`src/rtl/snowbro2_snd_pkg.sv`:
```
// Shared definitions for the Snow Bros 2 sound block: PCM fetch FSM states,
// default address width and the byte lane selector for 16-bit ROM words.
package snowbro2_snd_pkg;

    localparam int PCM_AW = 20;

    typedef enum logic [1:0] {
        IDLE,
        LOOKUP,
        FILL,
        DONE
    } pcm_fsm_e;

    // Byte address bit 0 picks the lane: 0 -> low byte, 1 -> high byte.
    function automatic logic [7:0] pcm_byte_sel(input logic [15:0] word, input logic hi);
        return hi ? word[15:8] : word[7:0];
    endfunction

endpackage

```
`src/rtl/snowbro2_pcm_cache_ram.sv`:
```
// Direct-mapped word cache storage for the PCM fetch: tag+data array with a
// valid vector that a single FLUSH cycle clears completely.
module snowbro2_pcm_cache_ram #(
    parameter int IDXW = 4,
    parameter int TW   = 15
) (
    input  logic            CLK96,
    input  logic            RESET96_N,
    input  logic            flush,
    input  logic [IDXW-1:0] rd_idx,
    output logic            rd_valid,
    output logic [TW-1:0]   rd_tag,
    output logic [15:0]     rd_data,
    input  logic            we,
    input  logic [IDXW-1:0] wr_idx,
    input  logic [TW-1:0]   wr_tag,
    input  logic [15:0]     wr_data
);

    localparam int DEPTH = 1 << IDXW;

    logic [TW+15:0]   mem [DEPTH];
    logic [DEPTH-1:0] valid;

    // NOTE: the array itself is never reset; the valid bits alone decide
    // whether an entry is usable, so the storage maps onto plain RAM.
    always_ff @(posedge CLK96) begin
        if (we)
            mem[wr_idx] <= {wr_tag, wr_data};
    end

    // A flush beats a write landing in the same cycle.
    always_ff @(posedge CLK96 or negedge RESET96_N) begin
        if (!RESET96_N)
            valid <= '0;
        else if (flush)
            valid <= '0;
        else if (we)
            valid[wr_idx] <= 1'b1;
    end

    assign rd_valid          = valid[rd_idx];
    assign {rd_tag, rd_data} = mem[rd_idx];

endmodule

```
`src/rtl/snowbro2_pcm_fetch.sv`:
```
// ADPCM byte fetch front end: turns PCM byte requests into 16-bit SDRAM word
// reads, with a small direct-mapped word cache in front of the SDRAM slot.
module snowbro2_pcm_fetch
    import snowbro2_snd_pkg::*;
#(
    parameter int AW   = PCM_AW,
    parameter int IDXW = 4
) (
    input  logic          CLK96,
    input  logic          RESET96_N,
    input  logic          PCM_CS,
    input  logic [AW-1:0] PCM_ADDR,
    output logic [7:0]    PCM_DOUT,
    output logic          PCM_OK,
    input  logic          FLUSH,
    output logic          SDR_CS,
    output logic [AW-2:0] SDR_ADDR,
    input  logic [15:0]   SDR_DATA,
    input  logic          SDR_OK,
    output logic          HIT
);

    localparam int TW = AW - 1 - IDXW;

    pcm_fsm_e        state, state_d;
    logic [AW-1:0]   addr_q;
    logic            cs_q;
    logic            abort_q, abort_d;
    logic            fflush_q, fflush_d;
    logic [7:0]      dout_d;
    logic            ok_d, sdr_cs_d, hit_d, cache_we;
    logic [AW-2:0]   sdr_addr_d;
    logic            new_req, abort_now, flush_now;

    logic            rd_valid;
    logic [TW-1:0]   rd_tag;
    logic [15:0]     rd_data;

    // Lookups always use the registered address, so PCM_DOUT is tied to it.
    wire [AW-2:0] waddr_q = addr_q[AW-1:1];

    snowbro2_pcm_cache_ram #(.IDXW(IDXW), .TW(TW)) u_cache (
        .CLK96     (CLK96),
        .RESET96_N (RESET96_N),
        .flush     (FLUSH),
        .rd_idx    (waddr_q[IDXW-1:0]),
        .rd_valid  (rd_valid),
        .rd_tag    (rd_tag),
        .rd_data   (rd_data),
        .we        (cache_we),
        .wr_idx    (SDR_ADDR[IDXW-1:0]),
        .wr_tag    (SDR_ADDR[AW-2:IDXW]),
        .wr_data   (SDR_DATA)
    );

    assign new_req   = PCM_CS && (!cs_q || (PCM_ADDR != addr_q));
    assign abort_now = abort_q || new_req || !PCM_CS;
    assign flush_now = fflush_q || FLUSH;

    // NOTE: every output of this block gets a default first, so no path can
    // leave a signal unassigned and infer a latch.
    always_comb begin
        state_d    = state;
        ok_d       = PCM_OK;
        dout_d     = PCM_DOUT;
        sdr_cs_d   = SDR_CS;
        sdr_addr_d = SDR_ADDR;
        hit_d      = 1'b0;
        abort_d    = abort_q;
        fflush_d   = fflush_q;
        cache_we   = 1'b0;

        case (state)
            IDLE: begin
                ok_d = 1'b0;
                if (new_req)
                    state_d = LOOKUP;
            end
            LOOKUP: begin
                if (!PCM_CS) begin
                    state_d = IDLE;
                end else if (!new_req) begin
                    if (rd_valid && (rd_tag == waddr_q[AW-2:IDXW]) && !FLUSH) begin
                        state_d = DONE;
                        dout_d  = pcm_byte_sel(rd_data, addr_q[0]);
                        ok_d    = 1'b1;
                        hit_d   = 1'b1;
                    end else begin
                        state_d    = FILL;
                        sdr_cs_d   = 1'b1;
                        sdr_addr_d = waddr_q;
                        abort_d    = 1'b0;
                        fflush_d   = 1'b0;
                    end
                end
            end
            FILL: begin
                // The SDRAM read cannot be withdrawn; remember why its data
                // must not reach PCM (request moved) or the cache (flushed).
                if (!SDR_OK) begin
                    abort_d  = abort_now;
                    fflush_d = flush_now;
                end else begin
                    cache_we = !flush_now;
                    sdr_cs_d = 1'b0;
                    if (abort_now) begin
                        state_d = PCM_CS ? LOOKUP : IDLE;
                    end else begin
                        state_d = DONE;
                        dout_d  = pcm_byte_sel(SDR_DATA, addr_q[0]);
                        ok_d    = 1'b1;
                    end
                end
            end
            DONE: begin
                if (!PCM_CS) begin
                    state_d = IDLE;
                    ok_d    = 1'b0;
                end else if (new_req) begin
                    state_d = LOOKUP;
                    ok_d    = 1'b0;
                end
            end
            default: state_d = IDLE;
        endcase
    end

    // NOTE: sequential state uses non-blocking assignments only, so every
    // register samples the values from before the edge.
    always_ff @(posedge CLK96 or negedge RESET96_N) begin
        if (!RESET96_N) begin
            state    <= IDLE;
            addr_q   <= '0;
            cs_q     <= 1'b0;
            abort_q  <= 1'b0;
            fflush_q <= 1'b0;
            PCM_DOUT <= '0;
            PCM_OK   <= 1'b0;
            SDR_CS   <= 1'b0;
            SDR_ADDR <= '0;
            HIT      <= 1'b0;
        end else begin
            state    <= state_d;
            addr_q   <= PCM_ADDR;
            cs_q     <= PCM_CS;
            abort_q  <= abort_d;
            fflush_q <= fflush_d;
            PCM_DOUT <= dout_d;
            PCM_OK   <= ok_d;
            SDR_CS   <= sdr_cs_d;
            SDR_ADDR <= sdr_addr_d;
            HIT      <= hit_d;
        end
    end

endmodule

```
`config.mk`:
```
export PLATFORM = sky130hd
export DESIGN_NAME = snowbro2_pcm_fetch
export DESIGN_NICKNAME = d
export VERILOG_FILES = /design/src/rtl/snowbro2_snd_pkg.sv /design/src/rtl/snowbro2_pcm_cache_ram.sv /design/src/rtl/snowbro2_pcm_fetch.sv
export SDC_FILE = /design/constraint.sdc
export NUM_CORES = 1
export LEC_CHECK = 0
export CORE_ASPECT_RATIO = 1.2
export CORE_MARGIN = 2
export CORE_UTILIZATION = 54
export DETAILED_ROUTE_END_ITERATION = 10
export DONT_BUFFER_PORTS = 1
export PLACE_DENSITY = 0.69
export SYNTH_ARGS = -nofsm -noshare
export SYNTH_HDL_FRONTEND = slang
export SYNTH_SLANG_ARGS = --single-unit
```
`constraint.sdc`:
```
create_clock -name CLK96 -period 6.8 [get_ports CLK96]
set_input_delay 1.36 -clock CLK96 [delete_from_list [all_inputs] [get_ports CLK96]]
set_output_delay 1.36 -clock CLK96 [all_outputs]
set_load 0.01 [all_outputs]
```
==> Word-level counts from Yosys, hierarchy flattened <==
Memory sizes are Yosys's and may differ from the RTL's.
Index checks and enable logic that the tools add are counted.
{ "op_classes": {"reduce_logical": 21, "eq_ne": 14, "shift": 0, "order_cmp": 3, "bitwise": 3, "multipliers": 0, "n_addsub": 0, "div_mod_pow": 0, "mux": 51} }
{ "ops": {"columns": ["operator", "n"], "rows": [
  ["8-bit two-way mux", 7],
  ["16-bit two-way mux", 2],
  ["1-bit two-way mux", 28],
  ["20-bit != test", 1],
  ["16-bit bitwise OR", 1],
  ["8-bit one-hot mux with 2 select lines", 1],
  ["15-bit equality test", 1],
  ["2-bit != test, second input constant", 7],
  ["2-bit two-way mux", 6],
  ["6-bit AND reduction", 2],
  ["4-bit by 5-bit less-than comparator with 1-bit output, second input constant", 2],
  ["5-bit AND reduction", 2],
  ["2-bit one-hot mux with 4 select lines", 1],
  ["3-bit != test, second input constant", 2],
  ["1-bit one-hot mux with 2 select lines", 3],
  ["1-bit binary-select mux with 4-bit select", 1],
  ["1-bit demux with 4-bit select", 1],
  ["2-bit equality test, second input constant", 2],
  ["4-bit by 1-bit greater-or-equal comparator with 1-bit output, second input constant", 1],
  ["1-bit logical AND", 4],
  ["1-bit zero test", 4],
  ["1-bit logical OR", 4],
  ["1-bit one-hot mux with 4 select lines", 1],
  ["4-bit AND reduction", 1],
  ["other kinds (5)", 7]
]} }
{ "totals": {"regBits": 71, "input_bits": 41, "mem_count": 1, "mem_bits_rw": 496, "latch_bits": 0, "word_cells": 104, "romBits": 0} }
{ "memory_table": {"columns": ["name", "depth", "word_bits", "rd", "rd_ports_with_merged_regs", "wr", "line_no", "text"], "rows": [
  ["u_cache.mem", 16, 31, 1, 0, 1, "snowbro2_pcm_cache_ram.sv:22", "logic [TW+15:0] mem [DEPTH];"]
]} }

==> Depth between registers and ports, before layout <==
Gate-level depths: netlist (run 1).
{ "depth": {"ltp_word": 8, "mapped_depth": 14} }

==> Hierarchy <==
Synthesis (run 1) repeated with hierarchy kept, for this count alone.
{ "hier_totals": {"hier_cells": 1045, "area_unflattened_um2": 22120.0} }
{ "by_module_without_submodules": {"columns": ["module", "cells_each", "n_inst", "area_per_inst_um2", "seq_area_each_um2"], "rows": [
  ["snowbro2_pcm_cache_ram", 849, 1, 19339.8, 15294.7],
  ["snowbro2_pcm_fetch", 196, 1, 2780.2, 1376.3]
]} }

==> Worst setup path before layout (run 1) <==
Ideal clock, no wire load.
{ "synth_timing": {"path_kind": "input to register", "start": "in FLUSH", "end": "mem u_cache.mem[0][0] (netlist name) (enable)", "t_required_ns": 6.340, "path_buffers": 1, "arrival_ns": 4.420, "setup_time_ns": 0.460, "cell_stages": 5, "slack_ns": 1.920, "cell_sequence": "clkbuf_1 > nor4bb_1 > nor2b_1 > nand2b_1 > nor3_1"} }
{ "synth_between": {"elab_chain_len": 6} }
{ "synth_rtl": {"columns": ["element", "line_no", "text"], "rows": [
  ["start, declared", "snowbro2_pcm_fetch.sv:15", "input logic FLUSH,"],
  ["1-bit logical OR", "snowbro2_pcm_fetch.sv:58", "assign flush_now = fflush_q || FLUSH;"],
  ["1-bit zero test", "snowbro2_pcm_fetch.sv:104", "cache_we = !flush_now;"],
  ["1-bit two-way mux", "snowbro2_pcm_fetch.sv:100", "if (!SDR_OK) begin"],
  ["1-bit two-way mux", "snowbro2_pcm_fetch.sv:73", "case (state)"],
  ["1-bit two-way mux", "snowbro2_pcm_cache_ram.sv:28", "if (we)"],
  ["1-bit two-way mux (not written as such)", "snowbro2_pcm_cache_ram.sv:29", "mem[wr_idx] <= {wr_tag, wr_data};"],
  ["end, declared", "snowbro2_pcm_cache_ram.sv:22", null]
]} }
No other way between the ends.

==> Worst setup path in the final report (run 1) <==
{ "layout_timing": {"start": "reg addr_q[3]", "end": "reg PCM_DOUT[1]"} }
{ "layout_between": {"elab_chain_len": 7} }
{ "layout_rtl": {"columns": ["element", "line_no", "text"], "rows": [
  ["start, declared", "snowbro2_pcm_fetch.sv:26", "logic [AW-1:0] addr_q;"],
  ["start signal, assigned", "snowbro2_pcm_fetch.sv:133", "addr_q <= '0;"],
  ["start signal, assigned", "snowbro2_pcm_fetch.sv:144", "addr_q <= PCM_ADDR;"],
  ["parallel branches: the longest is 7 deep, another holds memory read 16 x 31 bit", null, null],
  ["end signal, assigned", "snowbro2_pcm_fetch.sv:148", "PCM_DOUT <= dout_d;"],
  ["end, declared", "snowbro2_pcm_fetch.sv:13", "output logic [7:0] PCM_DOUT,"]
]} }
Several ways; the timed one is not identified. The select of a mux whose other input is x is not followed.
A chain may end at the register's enable or synchronous reset.

==> metrics.yaml, run 1 <==
placed_design:
  place_congestion: 0.862
  io_buffers: 0
  dp_hpwl_mm: 28.1
  pre_cts_ws_ns: 2.35
timing:
  slew_viol_final: 0
  grt_setup_unrepaired: "false"
  min_period_ns: 4.46
  setup_viol: 0
  fin_setup_tns_ns: 0
  max_freq_ghz: 0.224
  relSlewSlack_pct: 29.4
  setup_ws_ns: 2.34
  skew_ns: 0.0242
  finalCritPeriodShare_pct: 65.6
  worst_pin_slew_ns: 1.03
  whs_ns: 0.448
  hold_viol_final: 0
clocking:
  postCtsSetupRepairBufs: 0
  cts_tree: "built"
  clkLatencyLatePin_ns: 0.61
  cts_max_level: 2
  cts_resized: 0
  clockBufferDepth: 3
  hold_buffers: 0
  root_buffer: "clkbuf_16"
  clock-sinks: 567
  numCtsBuffers: 55
  clkTransAtPathRegs_ns: 0.06
setup_path:
  cp-end-kind: "flip-flop"
  critPathSlowestCell: "dfrtp_4"
  r2r_start: "addr_q[3]$_DFF_PN0_"
  critPathLaunchType: "flip-flop"
  path_delay_family: "multiplexers"
  cp_common_cell: "mux4_2"
  cp.buffers_inverters: 1
  path_cells: "buf_4, mux4_2, mux4_2, xnor2_2, a21bo_1, nor4_2, o2111ai_2, a21oi_4, mux2_2"
  startpoint: "addr_q[3]$_DFF_PN0_"
  critical_path_peak_fanout: 45
  critPathKind: "flip-flop to flip-flop"
  required_ns: 7.28
  worstPathArrival_ns: 4.94
  critPathMaxStageDelay_ns: 0.94
final_layout:
  utilization_pct: 61.1
  num-nets-final: 1143
  drive_gt1_share_pct: 27.1
  syn2layout_area_growth_pct: 11.4
  diodes: 0
routing:
  wl_per_cell_um: 29.3
  via_per_inst: 6.32
  wirelength_mm: 49.3
  drcViolationCount: 0
  drtPass1Iterations: 5
  first_iter_violations: 1034
  vias: 10643
  antenna_left: 0
global_routing:
  grt_pass1_wl_mm: 73.0
  overflow: 0
  antenna_found_initial: 0
  grt_max_degree: 72
  grt_usage_pct: 23.8
  grt_pass1_vias: 10933
yosys:
  synth_common_cells: "edfxtp_1, mux4_2, dfrtp_1"
  synth_top_flop_cell: "edfxtp_1"
  syn_avg_cell_area_um2: 21.1
  ys_types: 55
  yosys.area.top_type: "edfxtp_1"
  ys_top_cells_by_area: "edfxtp_1, mux4_2, dfrtp_1, mux2_2, mux2i_1"
  synthCells: 1063
  seq_area_frac_synth_pct: 74.4
  ys_seq_elements: 567
  synth.net_count: 1108
  netlist_area_mm2: 0.0224
  synth_most_common_cell: "edfxtp_1"
  synth-edff-count: 496
  synthArstFlopShare_pct: 12.5
  synth_top_cell_area_share_pct: 66.5
  yosys_warnings: 0
floorplan:
  core_mm2: 0.0408
  dieArea_mm2: 0.0432
  die_w_um: 190
  io_pins: 71
  fp-row-count: 81
  die_h_um: 227
  start_util_pct: 54.9
run:
  maxCapViolCount: 0
pwr:
  powerDensity_mw_per_mm2: 283
  p_leak_uw: 0.00894
  finalPower_uw: 7070
  vdd_drop_max_mv: 0.222
worst_hold_path:
  hold_class: "input port to async pin"
run_status:
  outcome: "finished, final reports clean"
==> layout by cell type (no fill, tap or decap), drive strengths merged, types with 2 or more instances in the layout <==
master,count
o22ai,5
buf,28
nor3,14
inv,7
dfrtp,71
and3,3
nand4,3
nand2b,6
xor2,32
a221oi,3
mux2,39
nor4,10
clkbuf,75
bufinv,4
nor4bb,2
clkinv,21
nand3b,3
nand3,5
mux2i,40
or4,2
xnor2,7
a2bb2oi,2
a21o,2
nor4b,6
edfxtp,496
mux4,143
nor2b,6
nand2,16
nor2,52
ha,4
or3,2
a22oi,2
clkinvlp,3
o21ai,4
a21oi,11
==> area by class of cell <==
cell class              instances  area, um^2
fillers                      2824       15900
clock inverters                28         234
well taps                     539         674
flip-flops and latches        567       16700
inverters                       7        26.3
multi-input cells             439        5570
repair buffers                 28         210
clock buffers                  75        1570
==> routing by layer <==
metal | GRT usage, % | part of all wire [%]
met4 | 7.05 | 2.4
met2 | 38.4 | 49
met3 | 5.61 | 7.8
met5 | 0 | 0
met1 | 32.9 | 41
==> sequential cells by signal (all words and copies together) (netlist names), 2 cells and up <==
| register | flops |
|---|---|
| u_cache.mem | 496 |
| addr_q | 20 |
| SDR_ADDR | 19 |
| u_cache.valid | 16 |
| PCM_DOUT | 8 |
| state | 2 |
==> worst paths after layout <==
kind | slack, ns | endpoint | depth (start not counted)
setup / recovery | 2.34 | PCM_DOUT[1]$_DFFE_PN0P_ | 9
hold / removal | 0.45 | PCM_DOUT[2]$_DFFE_PN0P_ | 0
setup reg to reg | 2.34 | PCM_DOUT[1]$_DFFE_PN0P_ | 9
hold reg to reg | 0.50 | abort_q$_DFFE_PN0P_ | 2
max in group asynchronous | 6.15 | addr_q[2]$_DFF_PN0_ | 0
min in group CLK96 | 0.50 | abort_q$_DFFE_PN0P_ | 2
==> power breakdown <==
group	total, uW	switching, uW	internal (uW)
Clock	3020	1270	1760
Sequential	3810	38.6	3770
Combinational	240	119	121
Total	7070	1420	5650
==> cell families after synthesis <==
logic type               count (synthesis)  synth area share [%]
flip-flops                             567                  74.4
multiplexers                           222                  18.2
AND/OR/NAND/NOR                        134                  3.06
buffers and inverters                   57                  1.29
AO/OA/AOI/OAI                           40                  1.31
XOR/XNOR                                39                  1.56
adder cells (fa/ha/maj)                  4                 0.223
==> stage by stage <==
stage	instance area, um^2	cells
2_1_floorplan	22400	1063
3_3_place_gp	23200	1580
3_5_place_dp	23200	1580
4_1_cts	25000	1683
5_1_grt	25000	1683
6_report	25000	1683
(Power assumes the default switching activity.)
==> run 2, diff against run 1 <==
- ABC_AREA: default -> 1
- PLACE_DENSITY: 0.69 -> 0.72
- clock period: 6.8 -> 4.1 ns (I/O delays scaled with it)
==> run 2 against run 1 <==
Flip-flop and latch count did not move. Critical path depth is 6 higher. Clock-buffer cell count grew 6. Synthesized cell count rose by 100%. Sequential power is 70% higher. Synthesized area increased by 5.8%. Via count rose by 53%. Critical endpoint is now SDR_ADDR[3]$_DFFE_PN0P_. Largest cell class unchanged. Highest routed layer unchanged.
==> metrics.yaml, run 2 <==
placed_design:
  io_buffers: 0  # unchanged
  place_congestion: 0.951  # was 0.862
  dp_hpwl_mm: 34.8  # was 28.1 mm
final_layout:
  drive_gt1_share_pct: 7.68  # was 27.1%
  final_cell_mix: "nand2_1, edfxtp_1, nor2_1"  # was edfxtp_1, mux4_2, dfrtp_1
  syn2layout_area_growth_pct: 11.0  # was 11.4%
  regMostFlops: "u_cache.mem"  # unchanged
  n_fill_cell: 3353  # was 2824
  final_common_cell: "nand2_1"  # was edfxtp_1
  diodes: 0  # unchanged
  largest_reg_flops: 496  # unchanged
  num-nets-final: 2201  # was 1143
  reg_top3: "u_cache.mem x496, addr_q x20, SDR_ADDR x19"  # unchanged
setup_path:
  critPathLaunchType: "flip-flop"  # unchanged
  critPathMaxStageDelay_ns: 0.72  # was 0.94 ns
  critPathSlowestCell: "inv_6"  # was dfrtp_4
  worstPathArrival_ns: 3.84  # was 4.94 ns
  cp-end-kind: "flip-flop"  # unchanged
  critical_path_peak_fanout: 120  # was 45
  cp_common_cell: "nand2_1"  # was mux4_2
  path_cells: "inv_6, nand2_1, nand3_1, nand2_1, o21ai_0, nor2_1, nor2_1, nand2_1, nor2_1, nand2_1, nor2_1, nand2_1, nand3_1, buf_4, o21ai_0"  # was buf_4, mux4_2, mux4_2, xnor2_2, a21bo_1, nor4_2, o2111ai_2, a21oi_4, mux2_2
  critPathKind: "flip-flop to flip-flop"  # unchanged
  cp.buffers_inverters: 2  # was 1
  path_delay_family: "simple AND/OR/NAND/NOR gates"  # was multiplexers
  required_ns: 4.56  # was 7.28 ns
yosys:
  syn_avg_cell_area_um2: 10.9  # was 21.1 um^2
  synth_top_cell_area_share_pct: 62.8  # was 66.5%
  synthArstFlopShare_pct: 12.5  # unchanged
  ys_top_cells_by_area: "edfxtp_1, nand2_1, dfrtp_1, nand3_1, nor2_1"  # was edfxtp_1, mux4_2, dfrtp_1, mux2_2, mux2i_1
  synth-edff-count: 496  # unchanged
  synth_top_flop_cell: "edfxtp_1"  # unchanged
  synth_top_family_by_area: "simple AND/OR/NAND/NOR gates"  # was multiplexers
  yosys.area.top_type: "edfxtp_1"  # unchanged
  synth_most_common_cell: "nand2_1"  # was edfxtp_1
  muxShareOfSynthArea_pct: 0  # was 18.2%
  synthCells: 2170  # was 1063
  netlist_area_mm2: 0.0237  # was 0.0224 mm^2
  synthSimpleGateAreaFrac_pct: 17.2  # was 3.06%
  synthXorXnorAreaFrac_pct: 0.148  # was 1.56%
  synth.net_count: 2215  # was 1108
  synth-compound-area-share_pct: 6.95  # was 1.31%
  synthAdderAreaFrac_pct: 0.211  # was 0.223%
  synth_common_cells: "nand2_1, edfxtp_1, nor2_1"  # was edfxtp_1, mux4_2, dfrtp_1
  ys_types: 37  # was 55
  ys_seq_elements: 567  # unchanged
  yosys_warnings: 0  # unchanged
  seq_area_frac_synth_pct: 70.3  # was 74.4%
worst_hold_path:
  hold_class: "input port to async pin"  # unchanged
pwr:
  p_int_uw: 9640  # was 5650 uW
  switching_share_pct: 23.1  # was 20.1%
  p_clk_share_pct: 41.0  # was 42.7%
  p_sw_uw: 2900  # was 1420 uW
  p_comb_share_pct: 7.5  # was 3.4%
  seqPwrFrac_pct: 51.5  # was 53.9%
  powerDensity_mw_per_mm2: 477  # was 283 mW/mm^2
  p_leak_uw: 0.0103  # was 0.00894 uW
  finalPower_uw: 12500  # was 7070 uW
  vdd_drop_max_mv: 0.445  # was 0.222 mV
clocking:
  clkTransAtPathRegs_ns: 0.06  # about the same
  cts_tree: "built"  # unchanged
  cts_resized: 0  # unchanged
  root_buffer: "clkbuf_16"  # unchanged
  hold_buffers: 1  # was 0
  clock-sinks: 567  # unchanged
  postCtsSetupRepairBufs: 0  # unchanged
  numCtsBuffers: 54  # was 55
  clkLatencyLatePin_ns: 0.61  # about the same
  cts_max_level: 2  # unchanged
  clockBufferDepth: 3  # unchanged
timing:
  setup_viol: 0  # unchanged
  worst_pin_slew_ns: 0.940  # was 1.03 ns
  fin_setup_tns_ns: 0  # unchanged
  relSlewSlack_pct: 37.3  # was 29.4%
  finalCritPeriodShare_pct: 82.3  # was 65.6%
  grt_setup_unrepaired: "false"  # unchanged
  skew_ns: 0.0191  # was 0.0242 ns
  max_freq_ghz: 0.296  # was 0.224 GHz
  hold_viol_final: 0  # unchanged
  slew_viol_final: 0  # unchanged
  min_period_ns: 3.38  # was 4.46 ns
global_routing:
  overflow: 0  # unchanged
  grt_pass1_vias: 15991  # was 10933
  grt_pass1_wl_mm: 94.2  # was 73.0 mm
  grt_usage_pct: 27.4  # was 23.8%
  grt_max_degree: 121  # was 72
  antenna_found_initial: 0  # unchanged
routing:
  via_per_inst: 5.90  # was 6.32
  vias: 16277  # was 10643
  wl_per_cell_um: 22.1  # was 29.3 um
  drcViolationCount: 0  # unchanged
  drtPass1Iterations: 5  # unchanged
  wirelength_mm: 60.9  # was 49.3 mm
  first_iter_violations: 1692  # was 1034
  antenna_left: 0  # unchanged
floorplan:
  io_pins: 71  # unchanged
  die_h_um: 234  # was 227 um
  die_w_um: 195  # was 190 um
  core_mm2: 0.0436  # was 0.0408 mm^2
  dieArea_mm2: 0.0456  # was 0.0432 mm^2
  fp-row-count: 84  # was 81
  start_util_pct: 54.4  # was 54.9%
run_status:
  outcome: "finished, final reports clean"  # unchanged
run:
  maxCapViolCount: 0  # unchanged
==> run 2: cell count changes after synthesis, sizes merged, moves of 63 or more <==
cell   change
mux4     -143
inv      +170
nand3    +200
nor2     +197
o21ai    +187
o22ai     +63
nand2    +512
==> run 2: power groups by stage <==
stage                     registers [uW]  logic, uW  clock network (uW)
final                               6460        942                5140
after global routing                6470       1060                5410
after CTS                           6460        932                5170
after detailed placement            6580        911                   0
after global placement              6580        892                   0
after floorplan                     6520        703                   0
==> run 2: path summary, 6_finish.rpt <==
path	start	endpoint	slack, ns	cells after the start
max in group asynchronous	RESET96_N	SDR_ADDR[2]$_DFFE_PN0P_	3.67	1
hold / removal	RESET96_N	SDR_ADDR[12]$_DFFE_PN0P_	0.11	1
hold reg to reg	abort_q$_DFFE_PN0P_	abort_q$_DFFE_PN0P_	0.48	2
setup reg to reg	addr_q[1]$_DFF_PN0_	SDR_ADDR[3]$_DFFE_PN0P_	0.72	15
min in group CLK96	PCM_ADDR[3]	addr_q[3]$_DFF_PN0_	0.24	0
setup / recovery	addr_q[1]$_DFF_PN0_	SDR_ADDR[3]$_DFFE_PN0P_	0.72	15
==> run 2: metal layers <==
layer | GRT usage, % | part of all wire [%] | vias up
li1 | - | - | 7369
met2 | 44.8 | 47 | 881
met4 | 9.80 | 3.3 | 0
met5 | 0 | 0 | -
met1 | 35.4 | 38 | 7884
met3 | 7.36 | 11 | 143
==> run 2: cell families after synthesis <==
kind of cell | Yosys count
compound gates | 303
fa+ha+maj | 4
flops | 567
simple gates | 996
buf+inv | 296
xor+xnor | 4
==> run 2: layout make-up <==
class,count,area (um^2),share of cell area (%)
sequential,567,16700,63.4
multi-input combinational,1307,5930,22.6
clock buffer,81,1570,5.95
tap,559,699,2.66
inverter,178,676,2.57
timing repair buffer,48,505,1.92
clock inverter,20,251,0.956
==> run 2: through the flow <==
stage / area, um^2 / hold slack, ns / cells / setup WS [ns] / util, %
floorplan: 23700 / 0.442 / 2170 / 0.899 / -
global route: 26300 / 0.116 / 2760 / 0.312 / 60.3
CTS: 26300 / 0.0971 / 2760 / 0.732 / 60.3
detailed placement: 24500 / 0.464 / 2658 / 0.746 / 56.1
global placement: 24500 / 0.459 / 2658 / 0.840 / 56.1
finish: 26300 / 0.106 / 2760 / 0.724 / 60.3
==> run 2: worst reg2reg max path, cell delays in order (launching register included) <==
cell     delay [ns]
dfrtp_4        0.71
inv_6          0.74
nand2_1        0.16
nand3_1        0.11
nand2_1        0.05
o21ai_0        0.14
nor2_1         0.06
nor2_1         0.28
nand2_1        0.09
nor2_1         0.09
nand2_1        0.06
nor2_1         0.10
nand2_1        0.10
nand3_1        0.10
buf_4          0.31
o21ai_0        0.15
==> run 3, diff against run 2 <==
- PLACE_DENSITY: 0.72 -> 0.69
- clock period: 4.1 -> 3.3 ns (I/O delays scaled with it)
==> run 3 against run 2 <==
Hold slack worse by 0.026 ns. Via count is 0.10% higher. Die area stayed put. Wire length is 2.8% higher. Clock-buffer cell count is 7 lower. Critical path depth is 5 lower. Power is 24% higher. Maximum frequency is 12% higher. Flip-flop and latch count stayed put. Register-to-register slack worse by 0.44 ns. Highest routed layer unchanged.
==> metrics.yaml, run 3 (synthesized netlist as in run 2, its figures left out) <==
floorplan:
  die_h_um: 234  # unchanged
  start_util_pct: 54.4  # unchanged
  die_w_um: 195  # unchanged
  core_mm2: 0.0436  # unchanged
  io_pins: 71  # unchanged
  dieArea_mm2: 0.0456  # unchanged
  fp-row-count: 84  # unchanged
routing:
  via_per_inst: 5.86  # was 5.90
  antenna_left: 0  # unchanged
  drtPass1Iterations: 5  # unchanged
  wirelength_mm: 62.6  # was 60.9 mm
  vias: 16294  # was 16277
  drcViolationCount: 0  # unchanged
  first_iter_violations: 1596  # was 1692
  wl_per_cell_um: 22.5  # was 22.1 um
pwr:
  vdd_drop_max_mv: 0.425  # was 0.445 mV
  powerDensity_mw_per_mm2: 585  # was 477 mW/mm^2
  p_leak_uw: 0.0104  # was 0.0103 uW
timing:
  slew_viol_final: 0  # unchanged
  worst_pin_slew_ns: 0.830  # was 0.940 ns
  grt_setup_unrepaired: "false"  # unchanged
  hold_viol_final: 0  # unchanged
  min_period_ns: 3.02  # was 3.38 ns
  fin_setup_tns_ns: 0  # unchanged
  skew_ns: 0.0152  # was 0.0191 ns
  finalCritPeriodShare_pct: 91.6  # was 82.3%
  max_freq_ghz: 0.331  # was 0.296 GHz
  setup_ws_ns: 0.279  # was 0.724 ns
  relSlewSlack_pct: 44.6  # was 37.3%
  setup_viol: 0  # unchanged
placed_design:
  place_congestion: 0.837  # was 0.951
  placed_area_mm2: 0.0246  # was 0.0245 mm^2
  io_buffers: 0  # unchanged
  pre_cts_ws_ns: 0.223  # was 0.746 ns
  dp_hpwl_mm: 35.9  # was 34.8 mm
  placed_cells: 2677  # was 2658
global_routing:
  top_usage_layer: "met2"  # unchanged
  grt_use_met1_pct: 35.6  # was 35.4%
  grt_pass1_vias: 15771  # was 15991
  grt_pass1_wl_mm: 94.2  # unchanged
  antenna_found_initial: 0  # unchanged
  overflow: 0  # unchanged
  grt_usage_pct: 27.9  # was 27.4%
  grtUsageMet3_pct: 6.81  # was 7.36%
  gr-usage-met2_pct: 46.3  # was 44.8%
  grt_max_degree: 116  # was 121
final_layout:
  utilization_pct: 60.7  # was 60.3%
  drive_gt1_share_pct: 8.73  # was 7.68%
  stdcell_count: 2780  # was 2760
  multiInputGateArea_mm2: 0.00594  # was 0.00593 mm^2
  final_common_cell: "nand2_1"  # unchanged
  num-nets-final: 2222  # was 2201
  reg_top3: "u_cache.mem x496, addr_q x20, SDR_ADDR x19"  # unchanged
  seq_area_mm2: 0.0167  # unchanged
  diodes: 0  # unchanged
  stdcell_area_mm2: 0.0265  # was 0.0263 mm^2
  regMostFlops: "u_cache.mem"  # unchanged
  final_cell_mix: "nand2_1, edfxtp_1, nor2_1"  # unchanged
  largest_reg_flops: 496  # unchanged
  n_fill_cell: 3366  # was 3353
  syn2layout_area_growth_pct: 11.7  # was 11.0%
clocking:
  clkLatencyLatePin_ns: 0.60  # was 0.61 ns
  clockBufferDepth: 3  # unchanged
  root_buffer: "clkbuf_16"  # unchanged
  clock-sinks: 567  # unchanged
  cts_max_level: 2  # unchanged
  numCtsBuffers: 55  # was 54
  clkTransAtPathRegs_ns: 0.06  # about the same
  cts_tree: "built"  # unchanged
  postCtsSetupRepairBufs: 0  # unchanged
run:
  maxCapViolCount: 0  # unchanged
setup_path:
  critPathLaunchType: "flip-flop"  # unchanged
  cp-end-kind: "flip-flop"  # unchanged
  worstPathArrival_ns: 3.50  # was 3.84 ns
  critPathKind: "flip-flop to flip-flop"  # unchanged
  required_ns: 3.77  # was 4.56 ns
  critical_path_peak_fanout: 36  # was 120
worst_hold_path:
  hold_class: "input port to flip-flop"  # was input port to async pin
run_status:
  outcome: "finished, final reports clean"  # unchanged
[run 3: worst paths after layout]
check / from / to / slack [ns] / depth (start not counted)
max in group asynchronous: RESET96_N / addr_q[1]$_DFF_PN0_ / 2.29 / 2
min reg2reg: abort_q$_DFFE_PN0P_ / abort_q$_DFFE_PN0P_ / 0.48 / 2
min in group asynchronous: RESET96_N / addr_q[6]$_DFF_PN0_ / 0.70 / 2
max reg2reg: addr_q[3]$_DFF_PN0_ / SDR_ADDR[0]$_DFFE_PN0P_ / 0.28 / 10
max: addr_q[3]$_DFF_PN0_ / SDR_ADDR[0]$_DFFE_PN0P_ / 0.28 / 10
min: PCM_ADDR[3] / addr_q[3]$_DFF_PN0_ / 0.08 / 0
[run 3: worst max-delay path, cell delays in order, from the launching register on]
cell and delay, ns:
dfrtp_2 0.40, clkinv_2 0.65, nand2_1 0.23, nand4_1 0.13, nor4_2 0.21, nand3_1 0.33, nor2_4 0.23, nand3_2 0.27
buf_4 0.28, nand2_1 0.06, o21ai_0 0.09
[run 3: power breakdown]
group          switching, uW  internal, uW  leakage [uW]
logic                    819           378       0.00353
clock network           2630          3650      0.000886
registers                156          7860       0.00598
total                   3610         11900        0.0104
[run 3: stage by stage]
stage	total power, uW	hold WS (ns)
after floorplan	8970	0.364
after global placement	9300	0.366
after detailed placement	9320	0.366
after CTS	15500	0.0510
after global routing	16000	0.0592
final	15500	0.0800
[run 3: layer usage]
layer  routed length (um)  part of all wire [%]  up-vias
met5                    0                     0        -
met4                 2290                   3.6        0
met3                 6420                    10      151
met2                30200                    48      789
met1                23700                    38     7951
li1                     -                     -     7403
[run 3: area by class of cell]
type / instances / share of cell area (%)
Clock buffer: 74 / 5.82
Clock inverter: 27 / 0.983
Inverter: 178 / 2.56
Multi-Input combinational cell: 1307 / 22.4
Sequential cell: 567 / 63.0
Tap cell: 559 / 2.64
Timing Repair Buffer: 68 / 2.58
[run 3: timing repair]
action / CTS / global route
setup endpoints to repair: 0 / 8
hold buffers: 2 / 0
hold endpoints to repair: 71 / 0
gates resized for setup: 0 / 2
